### config.mk
export PLATFORM = sky130hd
export DESIGN_NAME = hex_page_scheduler
export DESIGN_NICKNAME = d
export VERILOG_FILES = /design/src/rtl/hex_page_scheduler.sv
export SDC_FILE = /design/constraint.sdc
export NUM_CORES = 1
export LEC_CHECK = 0
export BUFFER_PORTS_ARGS = -buffer_cell sky130_fd_sc_hd__buf_2
export CORE_MARGIN = 4
export CORE_UTILIZATION = 50
export CTS_CLUSTER_DIAMETER = 150
export DETAILED_ROUTE_END_ITERATION = 16
export PLACE_DENSITY = 0.7
export REMOVE_ABC_BUFFERS = 1
export SYNTH_ARGS = -nofsm -noshare
export SYNTH_HDL_FRONTEND = slang
export SYNTH_SLANG_ARGS = --single-unit
### constraint.sdc
create_clock -name clk_clk -period 4.9 [get_ports clk_clk]
set_input_delay 0.245 -clock clk_clk [delete_from_list [all_inputs] [get_ports clk_clk]]
set_output_delay 0.245 -clock clk_clk [all_outputs]
set_load 0.1 [all_outputs]
### src/rtl/hex_page_scheduler.sv
// hex_page_scheduler: arbitrates four nibble sources onto six
// active-low seven-segment digits, auto rotation or manual paging.
// Ports: clk_clk, reset_reset (sync, active-high), src_req[3:0],
//   src_data[95:0], buttons[2:0] (next/prev/freeze, active-low),
//   chave (0 auto, 1 manual), grant[3:0], owner[1:0], hex_out[41:0].
// Optional macro HEX_BLINK_EN: blinks dash and frozen glyphs.
module hex_page_scheduler #(
    parameter int DWELL_CYCLES    = 50_000_000,
    parameter int DEBOUNCE_CYCLES = 1_000_000,
    parameter int BLINK_CYCLES    = 12_500_000
) (
    input  logic        clk_clk,
    input  logic        reset_reset,
    input  logic [3:0]  src_req,
    input  logic [95:0] src_data,
    input  logic [2:0]  buttons,
    input  logic        chave,
    output logic [3:0]  grant,
    output logic [1:0]  owner,
    output logic [41:0] hex_out
);

    localparam int DWW = (DWELL_CYCLES > 1) ? $clog2(DWELL_CYCLES) : 1;
    localparam int DBW = (DEBOUNCE_CYCLES > 1) ? $clog2(DEBOUNCE_CYCLES) : 1;
    localparam logic [DWW-1:0] DWELL_MAX = DWW'(DWELL_CYCLES - 1);
    localparam logic [DBW-1:0] DB_MAX    = DBW'(DEBOUNCE_CYCLES - 1);
    localparam logic [41:0]    BLANK     = '1;
    localparam logic [41:0]    DASH      = {6{7'b0111111}};

    typedef enum logic [1:0] {
        AUTO_IDLE = 2'd0,
        AUTO_HOLD = 2'd1,
        MANUAL    = 2'd2
    } state_t;

    function automatic logic [6:0] seg7(input logic [3:0] n);
        case (n)
            4'h0:    seg7 = 7'b1000000;
            4'h1:    seg7 = 7'b1111001;
            4'h2:    seg7 = 7'b0100100;
            4'h3:    seg7 = 7'b0110000;
            4'h4:    seg7 = 7'b0011001;
            4'h5:    seg7 = 7'b0010010;
            4'h6:    seg7 = 7'b0000010;
            4'h7:    seg7 = 7'b1111000;
            4'h8:    seg7 = 7'b0000000;
            4'h9:    seg7 = 7'b0010000;
            4'hA:    seg7 = 7'b0001000;
            4'hB:    seg7 = 7'b0000011;
            4'hC:    seg7 = 7'b1000110;
            4'hD:    seg7 = 7'b0100001;
            4'hE:    seg7 = 7'b0000110;
            default: seg7 = 7'b0001110;
        endcase
    endfunction

    function automatic logic [41:0] glyphs(input logic [23:0] w);
        logic [41:0] g;
        g = '0;
        for (int d = 0; d < 6; d++) begin
            g[7*d +: 7] = seg7(w[4*d +: 4]);
        end
        return g;
    endfunction

    // First set bit of req scanning upward from start, wrapping.
    function automatic logic [1:0] rr_pick(input logic [3:0] req,
                                           input logic [1:0] start);
        logic [1:0] idx;
        logic [1:0] pick;
        pick = start;
        for (int i = 3; i >= 0; i--) begin
            idx = start + 2'(i);
            if (req[idx]) begin
                pick = idx;
            end
        end
        return pick;
    endfunction

    // Synchronizers: bit 3 = chave, bits 2:0 = buttons (idle high).
    logic [3:0] sync1;
    logic [3:0] sync2;

    always_ff @(posedge clk_clk) begin
        if (reset_reset) begin
            sync1 <= 4'b0111;
            sync2 <= 4'b0111;
        end else begin
            sync1 <= {chave, buttons};
            sync2 <= sync1;
        end
    end

    // Debounce: a level is accepted after DEBOUNCE_CYCLES of disagreement.
    logic [DBW-1:0] db_cnt [4];
    logic [3:0]     db_lvl;
    logic [3:0]     db_hit;
    logic [2:0]     ev;

    always_comb begin
        db_hit = '0;
        for (int i = 0; i < 4; i++) begin
            db_hit[i] = (sync2[i] != db_lvl[i]) && (db_cnt[i] == DB_MAX);
        end
    end

    always_ff @(posedge clk_clk) begin
        if (reset_reset) begin
            for (int i = 0; i < 4; i++) begin
                db_cnt[i] <= '0;
            end
            db_lvl <= 4'b0111;
            ev     <= '0;
        end else begin
            for (int i = 0; i < 4; i++) begin
                if (sync2[i] == db_lvl[i] || db_hit[i]) begin
                    db_cnt[i] <= '0;
                end else begin
                    db_cnt[i] <= db_cnt[i] + 1'b1;
                end
            end
            db_lvl <= db_lvl ^ db_hit;
            // Accepted press is an accepted transition to low.
            ev <= db_hit[2:0] & ~sync2[2:0];
        end
    end

    logic man_sel;
    logic nxt;
    logic prv;
    logic frz;

    assign man_sel = db_lvl[3];
    assign nxt     = ev[0] & ~ev[1];
    assign prv     = ev[1] & ~ev[0];
    assign frz     = ev[2];

    // Arbitration state.
    state_t         state;
    state_t         state_d;
    logic [1:0]     own;
    logic [1:0]     base;
    logic [DWW-1:0] dwell;
    logic           freeze;
    logic [23:0]    snap;
    logic [23:0]    cur_word;
    logic [3:0]     others;
    logic           dwell_sat;
    logic           page_chg;

    assign cur_word  = src_data[24*int'(own) +: 24];
    assign others    = src_req & ~(4'b0001 << own);
    assign dwell_sat = (dwell == DWELL_MAX);
    assign page_chg  = man_sel && ((state != MANUAL) || nxt || prv);
    assign owner     = own;

    always_ff @(posedge clk_clk) begin
        if (reset_reset) begin
            state <= AUTO_IDLE;
        end else begin
            state <= state_d;
        end
    end

    always_comb begin
        state_d = state;
        if (man_sel) begin
            state_d = MANUAL;
        end else begin
            case (state)
                AUTO_IDLE: if (|src_req) state_d = AUTO_HOLD;
                AUTO_HOLD: if (!(|src_req)) state_d = AUTO_IDLE;
                default:   state_d = AUTO_IDLE;
            endcase
        end
    end

    always_ff @(posedge clk_clk) begin
        if (reset_reset) begin
            own    <= '0;
            base   <= '0;
            dwell  <= '0;
            freeze <= 1'b0;
            snap   <= '0;
        end else if (man_sel) begin
            dwell <= '0;
            if (state != MANUAL) begin
                own    <= (state == AUTO_IDLE) ? 2'd0 : own;
                freeze <= 1'b0;
            end else if (nxt || prv) begin
                own    <= nxt ? own + 2'd1 : own - 2'd1;
                freeze <= 1'b0;
            end else if (frz) begin
                freeze <= ~freeze;
                if (!freeze) begin
                    snap <= cur_word;
                end
            end
        end else begin
            case (state)
                AUTO_IDLE: begin
                    dwell <= '0;
                    if (|src_req) begin
                        own <= rr_pick(src_req, base);
                    end
                end
                AUTO_HOLD: begin
                    if (!src_req[own]) begin
                        dwell <= '0;
                        if (|src_req) begin
                            own <= rr_pick(src_req, own + 2'd1);
                        end else begin
                            base <= own + 2'd1;
                        end
                    end else if (dwell_sat && |others) begin
                        dwell <= '0;
                        own   <= rr_pick(others, own + 2'd1);
                    end else if (!dwell_sat) begin
                        dwell <= dwell + 1'b1;
                    end
                end
                default: begin
                    base   <= own + 2'd1;
                    freeze <= 1'b0;
                    dwell  <= '0;
                end
            endcase
        end
    end

    // Blink phase: on for BLINK_CYCLES, then blank for BLINK_CYCLES.
    logic show_on;

`ifdef HEX_BLINK_EN
    localparam int BLW = (BLINK_CYCLES > 1) ? $clog2(BLINK_CYCLES) : 1;
    localparam logic [BLW-1:0] BLINK_MAX = BLW'(BLINK_CYCLES - 1);

    logic [BLW-1:0] blink_cnt;
    logic           blink_off;

    always_ff @(posedge clk_clk) begin
        if (reset_reset || page_chg) begin
            blink_cnt <= '0;
            blink_off <= 1'b0;
        end else if (blink_cnt == BLINK_MAX) begin
            blink_cnt <= '0;
            blink_off <= ~blink_off;
        end else begin
            blink_cnt <= blink_cnt + 1'b1;
        end
    end

    assign show_on = ~blink_off;
`else
    logic unused_blink;
    assign unused_blink = ^BLINK_CYCLES ^ page_chg;
    assign show_on      = 1'b1;
`endif

    // Outputs: grant from registered state, segments registered below.
    logic [41:0] hex_d;

    always_comb begin
        grant = '0;
        hex_d = BLANK;
        case (state)
            AUTO_HOLD: begin
                grant = 4'b0001 << own;
                hex_d = glyphs(cur_word);
            end
            MANUAL: begin
                if (src_req[own]) begin
                    grant = 4'b0001 << own;
                end
                if (freeze) begin
                    hex_d = show_on ? glyphs(snap) : BLANK;
                end else if (src_req[own]) begin
                    hex_d = glyphs(cur_word);
                end else begin
                    hex_d = show_on ? DASH : BLANK;
                end
            end
            default: begin
                grant = '0;
                hex_d = BLANK;
            end
        endcase
    end

    always_ff @(posedge clk_clk) begin
        if (reset_reset) begin
            hex_out <= BLANK;
        end else begin
            hex_out <= hex_d;
        end
    end

endmodule

==> results_dict.tcl, run 1 <==
set metrics [dict create \
    hold_violations 0 \
    drt_iter0_drc 720 \
    timing.fmax_ghz 0.2666 \
    cts_tree "built" \
    worst_pin_slew_ns 1.094 \
    dp_hpwl_um 22030 \
    root_buffer "clkbuf_16" \
    grt_pass1_wl_um 52740 \
    ys_seq_area_share_pct 39.68 \
    die_w_um 174.9 \
    clock_skew_ns 0.01910 \
    drv_slew 0 \
    synthTopCellsByArea "dfxtp_1 (22%), edfxtp_1 (17%), ha_1 (7.1%)" \
    ir_drop_v 0.0002939 \
    yosys-top-cells-count "nor2_1 (175), dfxtp_1 (156), nand2_1 (113), edfxtp_1 (80), ha_1 (79)" \
    async_flop_share_pct 0 \
    avgSynthCellArea_um2 9.466 \
    num_io_pins 154 \
    ant_nets 0 \
    tns_ns 0 \
    finalWeightedCongestion 0.9064 \
    n_antenna_cell 0 \
    cts.htree.levels 1 \
    yosys_warnings 0 \
    floorplan.initialDensity_pct 51.24 \
    drive_gt1_share_pct 16.26 \
    syn-cell-area_mm2 0.01392 \
    clkSinkCount 236 \
    yosys.area.top_type "dfxtp_1" \
    worst_setup_path_end_kind "register" \
    crit_fanout 49 \
    numCtsBuffers 27 \
    fin_crit_ns 3.752 \
    yosysMostFrequentCell "nor2_1" \
    grt-ovfl-total 0 \
    synth_top_area_share_pct 22.43 \
    drc 0 \
    min-delay-path-class "input port to register" \
    clk_path_buf_depth 3 \
    port_buffers 153 \
    rsz0062_at_grt "false" \
    num_vias 11090 \
    critPathLaunchType "register" \
    fillers 2408 \
    routedWlPerCell_um 15.42 \
    antenna_found_initial 0 \
    nets 1849 \
    drtPass1Iterations 5 \
    worstSetupPathType "register to register" \
    die_area_mm2 0.03058 \
    area_growth_pct 15.72 \
    ys_seq_elements 236 \
    core_mm2 0.02718 \
    max-slew-margin-rel_pct 26.92 \
    critPathArrivalTime_ns 4.17 \
    cap_violations 0 \
    status "complete, no violations" \
    setup_viol 0 \
    clk_latency_ns 0.55 \
    power.density_mw_per_mm2 398.9 \
    wl_um 31720 \
    syn_inst 1471 \
    period_share_pct 76.56 \
    r2r_slack_ns 1.15 \
    cts_setup_buffers 0 \
    row_count 60 \
    grt_max_degree 50 \
    finalPower_mw 6.427 \
    synth_ff_type "dfxtp_1" \
    vias_per_cell 5.391 \
    die_height_um 174.9 \
    grt_util_all_layers_pct 20.25 \
    grt_pass1_vias 10860 \
    clkSlewWorstSetupHoldPaths_ns 0.06 \
    synth_edf_count 80 \
    p_leak_nw 6.043 \
    required_ns 5.32 \
    yosysUniqueCellTypes 78 \
]
==> repair_timing <==
action                    4_1_cts  5_1_grt
gates resized for setup         0        0
hold endpoints to repair        4        0
hold buffers                    4        0
==> metal layers <==
layer | wire (µm) | vias to the layer above | track usage (%)
li1 | - | 5544 | -
met5 | 0 | - | 0
met1 | 14550 | 5214 | 27.61
met2 | 14930 | 286 | 34.29
met3 | 1642 | 45 | 2.704
met4 | 601 | 0 | 5.106
==> worst max-delay path: stages, from the launching register on <==
cell	delay [ns]
dfxtp_1	0.34
inv_1	0.12
ha_1	0.15
buf_4	0.44
nand4_2	0.26
nor2_4	0.68
nand2_1	0.16
a21oi_1	0.49
inv_1	0.17
ha_1	0.32
inv_1	0.05
mux4_2	0.44
==> worst paths after layout <==
check / start / endpoint / depth (start not counted)
hold / removal: src_req[0] / owner[1] / 4
setup reg to reg: state[0] / register / 11
setup / recovery: state[0] / register / 11
hold reg to reg: sync1[1] / sync2[1] / 1
==> cell families (layout without fill, tap and decap cells) <==
kind of cell,count (synthesis),count (layout),synth area share (%)
muxes,88,88,9.839
and+or+nand+nor,555,555,19.92
buffers and inverters,141,276,4.574
DFF,236,236,39.68
adders and majority gates,79,79,7.099
AOI/OAI and AO/OA,269,269,12.45
xor gates and xnor gates,102,102,6.416
other,1,80,0.02693
==> through the flow <==
step | cells | utilization (%) | setup slack, ns | hold slack [ns] | area, µm²
after floorplan | 1471 | - | 0.6147 | 0.3141 | 13820
after global routing | 2057 | 59.29 | 0.8854 | 0.3417 | 16110
after CTS | 2057 | 59.29 | 1.187 | 0.2858 | 16110
after detailed placement | 2003 | 55.59 | 1.195 | 0.3958 | 15110
after global placement | 2003 | 55.59 | 1.391 | 0.3924 | 15110
final | 2057 | 59.29 | 1.148 | 0.3092 | 16110
==> layout by cell type (no fill, tap or decap), types with 33 or more instances in the layout <==
master,Yosys,layout
nor2_1,175,175
dfxtp_1,156,155
buf_2,17,153
nand2_1,113,113
edfxtp_1,80,80
conb_1,1,80
ha_1,79,78
inv_1,57,57
a21oi_1,57,57
xor2_1,55,55
o21ai_1,49,49
nand3_1,48,48
xnor2_1,47,47
mux2i_1,35,35
nor2b_1,35,34
o21ai_0,34,34
mux4_2,33,33
==> power breakdown <==
group / leakage, nW / internal, mW / switching, mW / total, mW
Sequential: 2.09 / 2.12 / 0.0898 / 2.21
Clock: 0.469 / 1.30 / 0.846 / 2.15
Combinational: 3.48 / 0.693 / 1.38 / 2.07
Total: 6.04 / 4.11 / 2.31 / 6.43
==> layout make-up <==
cell class / instances / area [µm²] / share of cell area (%)
Clock buffer: 32 / 778.2 / 4.830
Clock inverter: 18 / 187.7 / 1.165
Inverter: 62 / 232.7 / 1.444
Multi-Input combinational cell: 1173 / 8064 / 50.05
Sequential cell: 236 / 5527 / 34.30
Tap cell: 372 / 465.4 / 2.889
Timing Repair Buffer: 164 / 858.3 / 5.327
(Power assumes the default switching activity.)
==> run 2: changes to the inputs <==
PLACE_DENSITY = 0.72   (was 0.7)
clock period = 3.45 ns   (was 4.9 ns; I/O delays follow)
==> run 2 against run 1 <==
  * First-iteration DRC count shrank 19%
  * Worst setup slack lost 0.87 ns
  * Critical path depth down 1
  * Sequential power up 40%
  * Fmax grew 18%
  * Cell area down 0.41%
  * Worst hold slack worse by 0.048 ns
  * Final cell count is 0.49% higher
  * Largest cell class unchanged
  * Largest power group unchanged
  * Highest routed layer unchanged
==> results_dict.tcl, run 2 (same netlist as run 1, synthesis figures left out) <==
set metrics [dict create \
    final_cell_mix "nor2_1 (175), dfxtp_1 (155), buf_2 (153)" \
    clk_path_buf_depth 3 \
    tns_ns 0 \
    period_share_pct 91.94 \
    area_growth_pct 15.24 \
    grt_pass1_wl_um 52000 \
    grt_util_all_layers_pct 20.04 \
    dp_hpwl_um 22780 \
    cp_slowest_cell "a21oi_1" \
    routedWlPerCell_um 15.30 \
    vias_per_cell 5.415 \
    clk_latency_ns 0.53 \
    power.density_mw_per_mm2 540.5 \
    setup_viol 0 \
    postLayoutCoreUtil_pct 59.05 \
    wl_um 31630 \
    crit_path_start "state[0]" \
    place_inst 2015 \
    crit_top_cell "inv_1" \
    ir_drop_v 0.0003930 \
    rr_startpoint "state[0]" \
    num_vias 11190 \
    crit_chain "inv_1, ha_1, and4_1, nand2_1, nand2_1, a21oi_1, inv_1, ha_1, inv_1, mux4_2" \
    die_w_um 174.9 \
    die_area_mm2 0.03058 \
    required_ns 3.85 \
    row_count 60 \
    drive_gt1_share_pct 16.22 \
    cts.htree.levels 1 \
    placed_area_mm2 0.01522 \
    rsz0062_at_grt "false" \
    min-delay-start "src_data[12]" \
    critPathArrivalTime_ns 3.57 \
    floorplan.initialDensity_pct 51.24 \
    grt_max_degree 45 \
    drt_iter0_drc 582 \
    status "complete, no violations" \
    worst_setup_path_end_kind "register" \
    root_buffer "clkbuf_16" \
    finalPower_mw 8.673 \
    timing.fmax_ghz 0.3153 \
    ant_nets 0 \
    critPathBufInv 3 \
    grt-ovfl-total 0 \
    numCtsBuffers 26 \
    clkSlewWorstSetupHoldPaths_ns 0.06 \
    drtPass1Iterations 8 \
    finalWeightedCongestion 0.8919 \
    clkSinkCount 236 \
    cts_tree "built" \
    min-delay-path-class "input port to register" \
    clock_skew_ns 0.009436 \
    cap_violations 0 \
    hold_violations 0 \
    die_height_um 174.9 \
    max_stage_delay_ns 0.48 \
    n_antenna_cell 0 \
    port_buffers 153 \
    num_io_pins 154 \
    crit_fanout 14 \
    drv_slew 0 \
    mostFrequentLayoutCell "nor2_1" \
    drc 0 \
    final_area_mm2 0.01605 \
    antenna_found_initial 0 \
    nets 1860 \
    core_mm2 0.02718 \
    grt_pass1_vias 10780 \
    finalNonFillerCells 2067 \
    max-slew-margin-rel_pct 36.65 \
    critPathLaunchType "register" \
    worst_pin_slew_ns 0.9503 \
    fin_crit_ns 3.172 \
    critPathTopFamily "simple AND/OR/NAND/NOR gates" \
    worstSetupPathType "register to register" \
    p_leak_nw 6.036 \
]
run 2: cell types whose count changed in the layout (fill, tap and decap cells not counted), moves of 2 or more:
cell        previous run  this run
clkinvlp_4             4         0
buf_12                 0         2
clkinv_2               5         7
buf_4                  7        17
clkinv_1               4         6
bufinv_16              3         0
clkbuf_16             30        27
clkbuf_1               0         7
run 2: final timing paths:
kind | endpoint | slack (ns) | depth (start not counted)
worst min-delay path | snap[12] | 0.26 | 4
worst max-delay path | register | 0.28 | 10
worst max register to register | register | 0.28 | 10
worst min register to register | sync2[0] | 0.41 | 1
run 2: through the flow:
stage | hold WS (ns) | setup slack (ns)
after floorplan | 0.2416 | -0.8353
after global placement | 0.3872 | 0.4379
after detailed placement | 0.3914 | 0.3092
after CTS | 0.2341 | 0.2805
after global routing | 0.2735 | 0.04164
final | 0.2615 | 0.2782
run 2: cell type report:
type / instances / area (µm²)
fill: 2397 / 11130
sequential: 236 / 5527
clock buffer: 37 / 734.5
clock inverter: 11 / 50.05
multi-input combinational: 1173 / 8064
tap: 372 / 465.4
timing repair buffer: 176 / 973.4
inverter: 62 / 232.7
run 2: layer usage:
metal	vias up	track usage (%)	wire, µm
li1	5578	-	-
met1	5278	27.30	14560
met2	286	34.32	14940
met3	51	2.423	1469
met4	0	4.714	656
met5	-	0	0
run 2: power by group:
group          leakage [nW]  switching (mW)  internal [mW]
Clock                 0.393            1.09           1.47
Combinational          3.55            2.00           1.00
Sequential             2.09          0.0868           3.01
Total                  6.04            3.18           5.49
run 2: what timing repair did:
item,4_1_cts,5_1_grt
setup endpoints to repair,0,0
resized for setup,0,0
hold buffers,4,0
hold endpoints to repair,4,0
setup buffers,0,0
run 2: worst register-to-register path, stage by stage (launching register included):
cell,delay (ns)
dfxtp_1,0.38
inv_1,0.09
ha_1,0.24
and4_1,0.27
nand2_1,0.42
nand2_1,0.16
a21oi_1,0.48
inv_1,0.19
ha_1,0.34
inv_1,0.05
mux4_2,0.44
==> run 3: changes to the inputs <==
ABC_CLOCK_PERIOD_IN_PS = 3450   (was default)
CELL_PAD_IN_SITES_DETAIL_PLACEMENT = 1   (was default)
CELL_PAD_IN_SITES_GLOBAL_PLACEMENT = 1   (was default)
CORE_UTILIZATION = 42   (was 50)
PLACE_DENSITY = default   (was 0.72)
PLACE_DENSITY_LB_ADDON = 0.1   (was default)
==> run 3 against run 2 <==
  * Cell area grew 1.9%
  * Utilization shrank 8.9 points
  * Flip-flop and latch count is the same
  * Worst hold slack lost 0.0015 ns
  * Fmax grew 2.9%
  * Critical path type is now register to output port
==> results_dict.tcl, run 3 (same netlist as run 1, synthesis figures left out) <==
set metrics [dict create \
    clk_latency_ns 0.54 \
    required_ns 3.28 \
    critPathLaunchType "register" \
    drt_iter0_drc 440 \
    crit_fanout 24 \
    min-delay-path-class "input port to register" \
    n_antenna_cell 0 \
    worst_setup_path_end_kind "output port" \
    worstSetupPathType "register to output port" \
    p_comb_share_pct 33.9 \
    rsz0062_at_grt "false" \
    ir_drop_v 0.0004108 \
    die_area_mm2 0.03613 \
    numCtsBuffers 28 \
    fin_ws_ns 0.3676 \
    vias_per_cell 5.311 \
    drive_gt1_share_pct 17.32 \
    routedWlPerCell_um 17.35 \
    cts_tree "built" \
    finalPower_mw 9.053 \
    grt_pass1_wl_um 61670 \
    setup_viol 0 \
    p_leak_nw 6.159 \
    port_buffers 153 \
    multi_input_area_mm2 0.008066 \
    clkSinkCount 236 \
    root_buffer "clkbuf_16" \
    internal-power_mw 5.725 \
    antenna_found_initial 0 \
    hold_violations 0 \
    area_growth_pct 17.38 \
    crit_chain "mux4_2, a21oi_1, nor2b_1, and2_1, buf_2" \
    final_cell_mix "nor2_1 (175), dfxtp_1 (155), buf_2 (153)" \
    cts_resized 0 \
    grt_max_degree 41 \
    power.density_mw_per_mm2 553.9 \
    die_height_um 190.1 \
    finalNonFillerCells 2151 \
    nets 1872 \
    power.share.clock_pct 31.5 \
    drc 0 \
    cts.htree.levels 1 \
    clkSlewWorstSetupHoldPaths_ns 0.06 \
    clock_skew_ns 0.02141 \
    floorplan.initialDensity_pct 42.69 \
    status "complete, no violations" \
    max_stage_delay_ns 0.77 \
    tns_ns 0 \
    drtPass1Iterations 4 \
    timing.fmax_ghz 0.3244 \
    critPathArrivalTime_ns 2.91 \
    switchingPower_mw 3.328 \
    place_inst 2095 \
    final_area_mm2 0.01634 \
    regArea_mm2 0.005527 \
    netSwitchingFraction_pct 36.76 \
    clk_path_buf_depth 3 \
    die_w_um 190.1 \
    cp_slowest_cell "dfxtp_2" \
    seq_power_share_pct 34.7 \
    wl_um 37320 \
    mostFrequentLayoutCell "nor2_1" \
    worst_pin_slew_ns 0.9133 \
    grt-ovfl-total 0 \
    cts_setup_buffers 0 \
    pre_cts_ws_ns 0.4281 \
    fillers 3844 \
    drv_slew 0 \
    max-slew-margin-rel_pct 39.12 \
    grt_util_all_layers_pct 20.51 \
    cap_violations 0 \
    placed_area_mm2 0.01540 \
    ctsHoldBuffers 4 \
    hold_ws_ns 0.2601 \
    row_count 66 \
    period_share_pct 89.34 \
    core_mm2 0.03262 \
    finalWeightedCongestion 0.8451 \
    postLayoutCoreUtil_pct 50.11 \
    grt_pass1_vias 12100 \
    num_io_pins 154 \
    num_vias 11420 \
    ant_nets 0 \
    fin_crit_ns 3.082 \
    dp_hpwl_um 27060 \
]
-- run 3: changes by cell type in the layout (fill, tap and decap cells not counted), moves of 2 or more --
| cell | before | now |
|---|---|---|
| clkbuf_16 | 27 | 31 |
| clkbuf_1 | 7 | 3 |
| buf_4 | 17 | 26 |
| clkinv_1 | 6 | 4 |
| clkinv_2 | 7 | 11 |
-- run 3: per-layer routing --
layer  share of wire (%)  GRT usage [%]  wire length (µm)  up-vias
met5                   0              0                 0        -
met1                  46          27.03             17070     5577
met2                  48          36.12             18100      190
met4                 1.8          4.535               680        0
met3                 3.9          2.606              1468       52
li1                    -              -                 -     5604
-- run 3: worst max-delay path: cells and delay by family (launching register included) --
| family | cells | cell delay, ns |
|---|---|---|
| AO/OA/AOI/OAI | 1 | 0.10 |
| buffers and inverters | 1 | 0.45 |
| flip-flops | 1 | 0.77 |
| multiplexers | 1 | 0.52 |
| AND/OR/NAND/NOR | 2 | 0.54 |
-- run 3: worst paths after layout --
kind               to  slack [ns]  cells after the start         start
max reg2reg  register        0.40                      8      owner[0]
max          grant[1]        0.37                      5      owner[0]
min reg2reg  sync2[0]        0.42                      1      sync1[0]
min           snap[0]        0.26                      4  src_data[72]
-- run 3: final cells by class --
type	count	share of cell area, %
Tap cell	442	3.384
Timing Repair Buffer	186	6.492
Inverter	62	1.424
Multi-Input combinational cell	1173	49.35
Clock inverter	15	0.4670
Clock buffer	37	5.068
Sequential cell	236	33.81
-- run 3: power by group through the flow --
stage	clock, mW	sequential (mW)	combinational, mW
after global routing	3.06	3.16	3.35
after CTS	2.93	3.14	3.07
after global placement	0	3.20	3.00
final	2.85	3.14	3.07
after detailed placement	0	3.20	3.05
after floorplan	0	3.83	1.63
